--- src/rtl/fetch_stage.sv ---
// Instruction fetch stage: owns the fetch PC, drives the instruction memory address,
// and buffers {pc, instr} pairs in a small FIFO toward decode with valid/ready.
// Redirects from execute flush the buffer and restart fetch at the new PC.
module fetch_stage #(
    parameter logic [31:0] RESET_PC = 32'h0000_0000,
    parameter int unsigned DEPTH    = 2
) (
    input  logic        clock,
    input  logic        reset,
    output logic [31:0] imem_addr,
    input  logic [31:0] imem_data,
    input  logic        imem_valid,
    input  logic        redirect_valid,
    input  logic [31:0] redirect_pc,
    output logic        out_valid,
    input  logic        out_ready,
    output logic [31:0] out_pc,
    output logic [31:0] out_instr,
    output logic [31:0] fetch_count
);

    localparam int unsigned PW = (DEPTH > 1) ? $clog2(DEPTH) : 1;
    localparam int unsigned CW = PW + 1;
    localparam logic [CW-1:0] FULL_COUNT = CW'(DEPTH);

    typedef enum logic {
        StFetch,
        StFull
    } state_t;

    logic [31:0]   fetch_pc;
    logic [CW-1:0] count;
    logic [PW-1:0] rd_ptr;
    logic [PW-1:0] wr_ptr;
    logic [31:0]   buf_pc    [DEPTH];
    logic [31:0]   buf_instr [DEPTH];

    state_t state;
    logic   push;
    logic   pop;

    // Buffer occupancy decides whether fetch may proceed without a pop.
    always_comb begin
        state = (count == FULL_COUNT) ? StFull : StFetch;
    end

    // Handshake decode; a redirect suppresses both sides of the buffer.
    always_comb begin
        pop  = out_valid & out_ready & ~redirect_valid;
        // A pop in the same cycle frees the slot a FULL buffer needs.
        push = imem_valid & ~redirect_valid & ((state == StFetch) | pop);
    end

    // PC, pointers, occupancy, counter and buffer storage.
    always_ff @(posedge clock or posedge reset) begin
        if (reset) begin
            fetch_pc    <= RESET_PC;
            count       <= '0;
            rd_ptr      <= '0;
            wr_ptr      <= '0;
            fetch_count <= '0;
            // Cleared so the head outputs are defined (zero) straight out of reset.
            for (int i = 0; i < int'(DEPTH); i++) begin
                buf_pc[i]    <= '0;
                buf_instr[i] <= '0;
            end
        end else if (redirect_valid) begin
            fetch_pc <= {redirect_pc[31:2], 2'b00};
            count    <= '0;
            rd_ptr   <= '0;
            wr_ptr   <= '0;
        end else begin
            if (push) begin
                buf_pc[wr_ptr]    <= fetch_pc;
                buf_instr[wr_ptr] <= imem_data;
                wr_ptr            <= wr_ptr + 1'b1;
                fetch_pc          <= fetch_pc + 32'd4;
                fetch_count       <= fetch_count + 32'd1;
            end
            if (pop) begin
                rd_ptr <= rd_ptr + 1'b1;
            end
            case ({push, pop})
                2'b10:   count <= count + 1'b1;
                2'b01:   count <= count - 1'b1;
                default: count <= count;
            endcase
        end
    end

    // Outputs come straight from registers; no input reaches them combinationally.
    always_comb begin
        imem_addr = fetch_pc;
        out_valid = (count != '0);
        out_pc    = buf_pc[rd_ptr];
        out_instr = buf_instr[rd_ptr];
    end

endmodule
--- config.mk ---
export PLATFORM = sky130hd
export DESIGN_NAME = fetch_stage
export DESIGN_NICKNAME = d
export VERILOG_FILES = /design/src/rtl/fetch_stage.sv
export SDC_FILE = /design/constraint.sdc
export NUM_CORES = 1
export LEC_CHECK = 0
export BUFFER_PORTS_ARGS = -buffer_cell sky130_fd_sc_hd__buf_2
export CAP_MARGIN = 20
export CORE_MARGIN = 5
export CORE_UTILIZATION = 52
export DETAILED_ROUTE_END_ITERATION = 10
export PLACE_DENSITY = 0.77
export SYNTH_ARGS = -nofsm -noshare
export SYNTH_HDL_FRONTEND = slang
export SYNTH_SLANG_ARGS = --single-unit
--- constraint.sdc ---
create_clock -name clock -period 10.7 [get_ports clock]
set_input_delay 1.07 -clock clock [delete_from_list [all_inputs] [get_ports clock]]
set_output_delay 1.07 -clock clock [all_outputs]
set_load 0.02 [all_outputs]
# Word level (Yosys, flattened, before mapping)
# Cells that the tools add are included.
# classes
n_addsub	6
mul	0
n_div	0
magnitude_cmp	3
n_eq_ne	3
shifts	0
n_mux	19
bitwise_logic	9
reduce_logical	6
# ops
operator	count
$mux 32	9
$bwmux 64	2
$add 32x1->32 const B	1
$add 32x3->32 const B	1
$demux 32 s1	1
$reduce_bool 2->1	3
$mux 1	5
$and 1x1->1	4
$eq 2x2->1 const B	2
$ge 2x2->1 const B	2
$not 1->2	2
$pmux 2 s2	1
$reduce_bool 3->1	1
$add 1x1->1 const B	2
$add 2x1->2 const B	1
$eq 2x1->1 const B	1
$lt 2x1->1 const B	1
$mux 2	1
$not 1->1	2
$reduce_and 2->1	1
$sub 2x1->2 const B	1
$logic_and 1x1->1	1
$or 1x1->1	1
# totals
regBits	196
latch_bits	0
ram_bits	0
romBits	0
in_bits	69
out_inout_bits	129
elab_cells	55
memories	0

# Logic depth before layout (Yosys ltp)
# Gate-level depths: netlist of the first run.
# logic_depth
depth_word	8
mapped_depth	8
ltp_nobuf	5

# Worst setup path before layout of the first run
# OpenSTA, ideal clock, no wires.
# synth_timing
path_type	input-to-reg
start	in out_ready
end	reg buf_instr[32] (netlist name)
setup_time_ns	0.125
t_arrival_ns	2.548
t_required_ns	10.575
path_slack_ns	8.027
path_stages	8
path_buffers	4
cell_sequence	or3b_1 -> buf_6 -> and3_4 -> buf_6 -> nor2b_4 -> buf_12 -> buf_12 -> mux2_4
# synth_via
elab_chain_len	5
# synth_rtl
element	line	text
from (decl)	16	input logic out_ready,
$and 1x1->1 (2 in series)	49	pop = out_valid & out_ready & ~redirect_valid;
$or 1x1->1	51	push = imem_valid & ~redirect_valid & ((state == StFetch) | pop);
$and 1x1->1	51	
$reduce_and 2->1 (no line)	-	
to (signal, indexed assignment)	75	buf_instr[wr_ptr] <= imem_data;
to (decl)	36	logic [31:0] buf_instr [DEPTH];
# Every way passes these cells.
# A chain may end at the register's enable or synchronous reset.

# Final worst setup path of the first run
# layout_timing
start	in redirect_valid
end	reg buf_pc[62] (netlist name)
# layout_via
elab_chain_len	5
elab_cells_between_ends	6
cone_classes	5 x bitwise; 1 x reduce/logical
# layout_rtl
element	line	text
from (decl)	13	input logic redirect_valid,
$not 1->1 (no line) (*)	-	
$and 1x1->1	49	
$or 1x1->1	51	
$and 1x1->1	51	
$reduce_and 2->1 (no line) (*)	-	
to (signal, indexed assignment)	74	buf_pc[wr_ptr] <= fetch_pc;
to (decl)	35	logic [31:0] buf_pc [DEPTH];
# Mark *: on every way between the ends. The rest lies on a longest branch, timed or not.

==> results of run 1 <==
## final cells by class
type / instances / area (um^2)
fillers: 1386 / 6540
flip-flops and latches: 190 / 4760
multi-input cells: 474 / 4130
repair buffers: 196 / 993
clock buffers: 19 / 433
well taps: 225 / 282
clock inverters: 12 / 181
inverters: 9 / 41.3
## sequential cells by signal, indices dropped and copies added, names as in the netlist
name         flops
buf_pc          60
count            2
fetch_count     32
buf_instr       64
rd_ptr           1
wr_ptr           1
imem_addr       30
## cell families after synthesis
| logic type | Yosys count | share of synthesized area (%) |
|---|---|---|
| flops | 190 | 51.5 |
| buf+inv | 56 | 3.94 |
| xor+xnor | 40 | 3.79 |
| compound gates | 50 | 3.64 |
| fa+ha+maj | 2 | 0.271 |
| other cells | 1 | 0.0406 |
| simple gates | 190 | 11.5 |
| mux | 188 | 25.3 |
## metrics by stage
stage,area [um^2],util [%]
floorplan,9250,-
global placement,10200,58.8
detailed placement,10200,58.8
CTS,10800,62.3
global route,10800,62.3
finish,10800,62.3
## per-layer routing
metal  vias to the layer above  routed length (um)
li1                       2966                   -
met2                       196               10500
met3                        24                1520
met5                         -                  13
met1                      3218                9380
met4                         2                 321
## final timing paths
| path | startpoint | end | cells past startpoint |
|---|---|---|---|
| max reg2reg | count[0]$_DFFE_PP0P_ | buf_pc[62]$_DFFE_PP0P_ | 5 |
| min in group asynchronous | reset | fetch_count[28]$_DFFE_PP0P_ | 2 |
| max | redirect_valid | buf_pc[62]$_DFFE_PP0P_ | 6 |
| min reg2reg | fetch_count[31]$_DFFE_PP0P_ | fetch_count[31]$_DFFE_PP0P_ | 1 |
| max in group asynchronous | reset | rd_ptr$_DFFE_PP0P_ | 3 |
| min | fetch_count[31]$_DFFE_PP0P_ | fetch_count[31]$_DFFE_PP0P_ | 1 |
## power breakdown
| part | total [mW] | switching, mW | internal [mW] |
|---|---|---|---|
| Combinational | 0.558 | 0.279 | 0.279 |
| Sequential | 0.979 | 0.105 | 0.873 |
| Clock | 0.665 | 0.272 | 0.393 |
| Total | 2.20 | 0.656 | 1.55 |
## cell usage in the layout, fill, tap and decap left out, types with 2 or more instances in the layout
cell | netlist | layout
nand4_1 | 27 | 27
buf_4 | 4 | 5
clkbuf_1 | 18 | 2
a31oi_1 | 10 | 10
nor2_1 | 24 | 24
inv_6 | 0 | 4
dfrtp_1 | 190 | 189
clkbuf_16 | 0 | 17
or4_1 | 19 | 19
and4_1 | 11 | 11
o21ai_0 | 12 | 12
buf_2 | 7 | 191
inv_1 | 9 | 8
bufinv_16 | 0 | 4
mux2_2 | 127 | 127
nor2b_1 | 2 | 2
nor4_1 | 8 | 8
and3_1 | 8 | 8
nor3_1 | 8 | 8
o31ai_1 | 10 | 10
xor2_1 | 20 | 20
clkinv_2 | 0 | 2
nor3b_1 | 2 | 2
conb_1 | 1 | 4
xnor2_1 | 20 | 20
o211ai_1 | 7 | 7
nand3_1 | 29 | 29
nand2_1 | 41 | 41
a21oi_1 | 3 | 3
mux2_4 | 60 | 60
ha_1 | 2 | 2
==> out/metrics.yaml, run 1 <==
global_route:
  grt_pass1_vias: 6580
  grt_remaining_overflow: 0
  grt_usage_pct: 21.4
  grt_util_met2_pct: 34.5
  grtUsageMet3_pct: 6.10
  busiest_layer: "met2"
  use_met1_pct: 28.9
  grt_max_degree: 119
  grt_pass1_wl_um: 35000
  grt_antenna_before_repair: 1
synth:
  avgSynthCellArea_um2: 12.9
  yosysTopAreaCell: "dfrtp_1"
  synth_top_flop_cell: "dfrtp_1"
  yosysSeqAreaShare_pct: 51.5
  async_flop_share_pct: 100
  synth_commonest_cells: "190 x dfrtp_1, 127 x mux2_2, 60 x mux2_4"
  synth_cells: 717
  ys_ff_latch: 190
  synth_top_area_share_pct: 51.5
  yosys_warnings: 0
  synth_area_um2: 9240
  ys_types: 51
  synth-edff-count: 0
  yosysMostFrequentCell: "dfrtp_1"
  ys_top_cells_by_area: "dfrtp_1 51%, mux2_2 15%, mux2_4 9.8%, xnor2_1 1.9%, xor2_1 1.9%"
timing:
  finalSetupViolations: 0
  whs_ns: 0.480
  finalCritPeriodShare_pct: 38.5
  relSlewSlack_pct: 25.7
  worstMarginPinSlew_ns: 1.12
  finClkSkew_ns: 0.0111
  timing.fmax_mhz: 243
  fin_setup_tns_ns: 0
  slew_viol_final: 0
  period_needed_ns: 4.12
  hold_viol_final: 0
  rsz0062_at_grt: "no"
  postLayoutSetupSlackWorst_ns: 6.58
layout:
  nets: 959
  diodes: 0
  drive_gt1_share_pct: 46.4
  final_cell_count_no_fill: 1125
  syn2layout_area_growth_pct: 17.1
clock_network:
  clock-sinks: 190
  cts_buffers: 17
  htreeDepth: 4
  post-cts-setup-buffer-count: 0
  clk_path_buf_depth: 2
  cts_tree: "done"
  cts_root_buf: "clkbuf_16"
  cts_resized: 0
  insertion_delay_ns: 0.42
  path_clk_slew_ns: 0.07
  hold_buffers: 0
routing:
  drt_iter0_markers: 350
  detail-route-antenna-nets: 0
  routed_via_density: 5.69
  vias: 6406
  avgRoutedWirePerCell_um: 19.3
  first_pass_iters: 4
  drt-total-wl_um: 21700
  drc: 0
placed_design:
  post-place-ws_ns: 6.19
  io_buffers: 191
  gp_routability_congestion: 0.807
  dp_hpwl_um: 14200
  dp.cells: 1094
worst_setup_path:
  worst_setup_path_start_kind: "input port"
  critPathRequiredTime_ns: 11.00
  r2r_slack_ns: 7.71
  cp_top_family: "buffers and inverters"
  max_stage_delay_ns: 0.93
  crit_buf_inv: 3
  worst_ep_arrival_time_ns: 4.42
  critPathKind: "in -> reg"
  crit_slowest_cell: "buf_4"
  worstPathCellList: "buf_2 -> inv_1 -> and3_4 -> nor2b_4 -> buf_4 -> mux2_2"
  end_kind: "register"
  path_max_fanout: 56
floorplanning:
  fp.dieArea_um2: 20500
  initial_core_util_pct: 53.2
  die-width_um: 143
  num_rows: 48
  ios: 198
  die_h_um: 143
  core_um2: 17400
outcome:
  status: "finished, final reports clean"
pwr:
  finalPower_mw: 2.20
  vdd_drop_max_v: 0.000121
  p_per_area_nw_per_um2: 204
  p_leak_nw: 5.01
run:
  maxCapViolations: 0
worst_hold_path:
  hp-class: "reg -> reg"
No activity file was read; power rests on OpenSTA's default activity.
==> run 2: changes to the inputs <==
Settings changed: ABC_AREA set to 1, CORE_UTILIZATION 52 to 50.
Clock period 10.7 ns to 3.78 ns, I/O delays scaled along.
==> run 2 against run 1 <==
Compared with the run above: cell count rose by 59%; synthesized cell count rose by 88%; sequential power rose to 3.1 times the previous value; total power rose to 3.3 times the previous value; hold slack got worse by 0.41 ns; sequential cell count did not move; routed wire length rose by 18%; critical endpoint is now buf_pc[20]$_DFFE_PP0P_; core utilization fell by 3.2 points; largest power group unchanged; clock power rose to 2.8 times the previous value; die area rose by 9.5%; clock skew fell by 0.00088 ns; combinational power rose to 4.1 times the previous value.
==> out/metrics.yaml, run 2 <==
worst_setup_path:
  reg2reg_depth: 8
  worstPathCellList: "inv_1 -> nand3_2 -> nand2_4 -> inv_4 -> nand2_4 -> buf_12 -> nand2_1 -> o21ai_1"
  critPathRequiredTime_ns: 4.13
  worst_setup_path_start_kind: "register"
  critPathMostFrequentCell: "nand2_4"
  crit_slowest_cell: "nand2_4"
  r2r_slack_ns: 1.33
  cp.depth: 8
  crit_buf_inv: 3
  worstReg2RegEnd: "buf_pc[20]$_DFFE_PP0P_"
  r2r-start: "count[0]$_DFFE_PP0P_"
  critPathKind: "reg -> reg"
  worst_ep_arrival_time_ns: 2.80
  path_max_fanout: 64
  end_kind: "register"
  cp_top_family: "simple AND/OR/NAND/NOR gates"
  max_stage_delay_ns: 0.56
placed_design:
  dp.cells: 1761
  placed_area_um2: 10900
  io_buffers: 191
  gp_routability_congestion: 0.917
  dp_hpwl_um: 18000
synth:
  synth_area_um2: 9790
  synth-edff-count: 0
  yosys.area_share.adder_pct: 0.256
  synth-compound-area-share_pct: 9.15
  synth_top_family_by_area: "simple AND/OR/NAND/NOR gates"
  yosysMostFrequentCell: "nand2_1"
  ys_types: 32
  synth_commonest_cells: "598 x nand2_1, 190 x dfrtp_1, 126 x inv_1"
  yosysSeqAreaShare_pct: 48.5
  yosys_warnings: 0
  ys_ff_latch: 190
  synth_xor_area_share_pct: 1.70
  yosysTopAreaCell: "dfrtp_1"
  yosys.area_share.simple_pct: 31.7
  muxShareOfSynthArea_pct: 0
  ys_top_cells_by_area: "dfrtp_1 49%, nand2_1 23%, o21ai_0 5.5%, inv_1 4.8%, nor2_1 3.7%"
  async_flop_share_pct: 100
  synth_cells: 1348
  avgSynthCellArea_um2: 7.26
  synth_top_flop_cell: "dfrtp_1"
  synth_top_area_share_pct: 48.5
layout:
  nets: 1586
  diodes: 0
  fin_area_um2: 11500
  layout_common_cells: "598 x nand2_1, 191 x buf_2, 189 x dfrtp_1"
  drive_gt1_share_pct: 16.7
  final_cell_count_no_fill: 1793
  final_common_cell: "nand2_1"
  fill_cells: 1890
  syn2layout_area_growth_pct: 17.1
  reg_top3: "buf_instr: 64 flops, buf_pc: 60 flops, fetch_count: 32 flops"
  top_register: "buf_instr"
  multi_input_area_um2: 4210
  largest_register_ffs: 64
  regArea_um2: 4760
clock_network:
  cts_resized: 0
  cts_buffers: 17
  hold_buffers: 0
  clk_path_buf_depth: 2
  post-cts-setup-buffer-count: 0
  cts_tree: "done"
  htreeDepth: 4
  insertion_delay_ns: 0.43
  path_clk_slew_ns: 0.07
  clock-sinks: 190
  cts_root_buf: "clkbuf_16"
pwr:
  p_leak_nw: 6.09
  p_per_area_nw_per_um2: 631
  finalPower_mw: 7.24
  vdd_drop_max_v: 0.000358
floorplanning:
  core_um2: 19400
  num_rows: 51
  die_h_um: 150
  ios: 198
  fp.dieArea_um2: 22500
  die-width_um: 150
  initial_core_util_pct: 50.5
routing:
  routed_via_density: 5.00
  drt-total-wl_um: 25700
  drt_iter0_markers: 688
  detail-route-antenna-nets: 0
  first_pass_iters: 5
  drc: 0
  vias: 8961
  avgRoutedWirePerCell_um: 14.3
global_route:
  grt_remaining_overflow: 0
  grt_max_degree: 87
  grt_usage_pct: 23.0
  grt_pass1_wl_um: 41500
  grt_antenna_before_repair: 0
  grt_pass1_vias: 8351
timing:
  slew_viol_final: 0
  fin_setup_tns_ns: 0
  timing.fmax_mhz: 408
  whs_ns: 0.0657
  worstMarginPinSlew_ns: 0.734
  rsz0062_at_grt: "no"
  finClkSkew_ns: 0.0103
  period_needed_ns: 2.45
  hold_viol_final: 0
  finalCritPeriodShare_pct: 64.8
  finalSetupViolations: 0
  relSlewSlack_pct: 50.9
worst_hold_path:
  hp-class: "in -> async"
outcome:
  status: "finished, final reports clean"
run:
  maxCapViolations: 0
## run 2: cell type report
type	instances	area share, %
flip-flops and latches	190	41.5
multi-input cells	977	36.7
repair buffers	201	9.32
inverters	128	4.24
clock buffers	17	3.71
well taps	265	2.89
clock inverters	15	1.69
## run 2: worst max-delay path by stage
stage                                    start                        to  slack, ns
after CTS                 count[0]$_DFFE_PP0P_    buf_pc[20]$_DFFE_PP0P_       1.29
final                     count[0]$_DFFE_PP0P_    buf_pc[20]$_DFFE_PP0P_       1.33
after global placement              imem_valid    buf_pc[29]$_DFFE_PP0P_       1.24
after global routing      count[0]$_DFFE_PP0P_    buf_pc[17]$_DFFE_PP0P_       1.12
after floorplan                          reset  buf_instr[0]$_DFFE_PP0P_       0.95
after detailed placement            imem_valid     buf_pc[6]$_DFFE_PP0P_       1.24
## run 2: power by group
group / internal, mW / leakage (nW) / switching, mW
logic: 0.755 / 3.39 / 1.56
clock network: 1.02 / 0.302 / 0.866
registers: 2.64 / 2.39 / 0.397
total: 4.41 / 6.09 / 2.82
## run 2: metrics by stage
| stage | worst slack, ns | utilization (%) |
|---|---|---|
| 2_1_floorplan | 0.954 | - |
| 3_3_place_gp | 1.24 | 55.9 |
| 3_5_place_dp | 1.24 | 55.9 |
| 4_1_cts | 1.29 | 59.1 |
| 5_1_grt | 1.12 | 59.1 |
| 6_report | 1.33 | 59.1 |
## run 2: kinds of logic (layout without fill, tap and decap cells)
group,after synthesis,after routing
and+or+nand+nor,779,779
DFF,190,190
buffers and inverters,184,361
AOI/OAI and AO/OA,173,173
xor gates and xnor gates,19,19
adders and majority gates,2,2
other,1,4
## run 2: worst register-to-register path, delay by kind of cell (launching register included)
kind | cells | cell delay (ns)
simple gates | 4 | 1.15
buf+inv | 3 | 0.73
compound gates | 1 | 0.10
flops | 1 | 0.40
## run 2: routing by layer
layer | GRT usage, % | share of wire (%) | up-vias | routed length, um
met5 | 0 | 0 | - | 0
met4 | 6.86 | 1.8 | 0 | 472
met3 | 4.24 | 8.0 | 32 | 2060
met2 | 34.6 | 44 | 342 | 11300
met1 | 34.2 | 46 | 4077 | 11800
li1 | - | - | 4510 | -
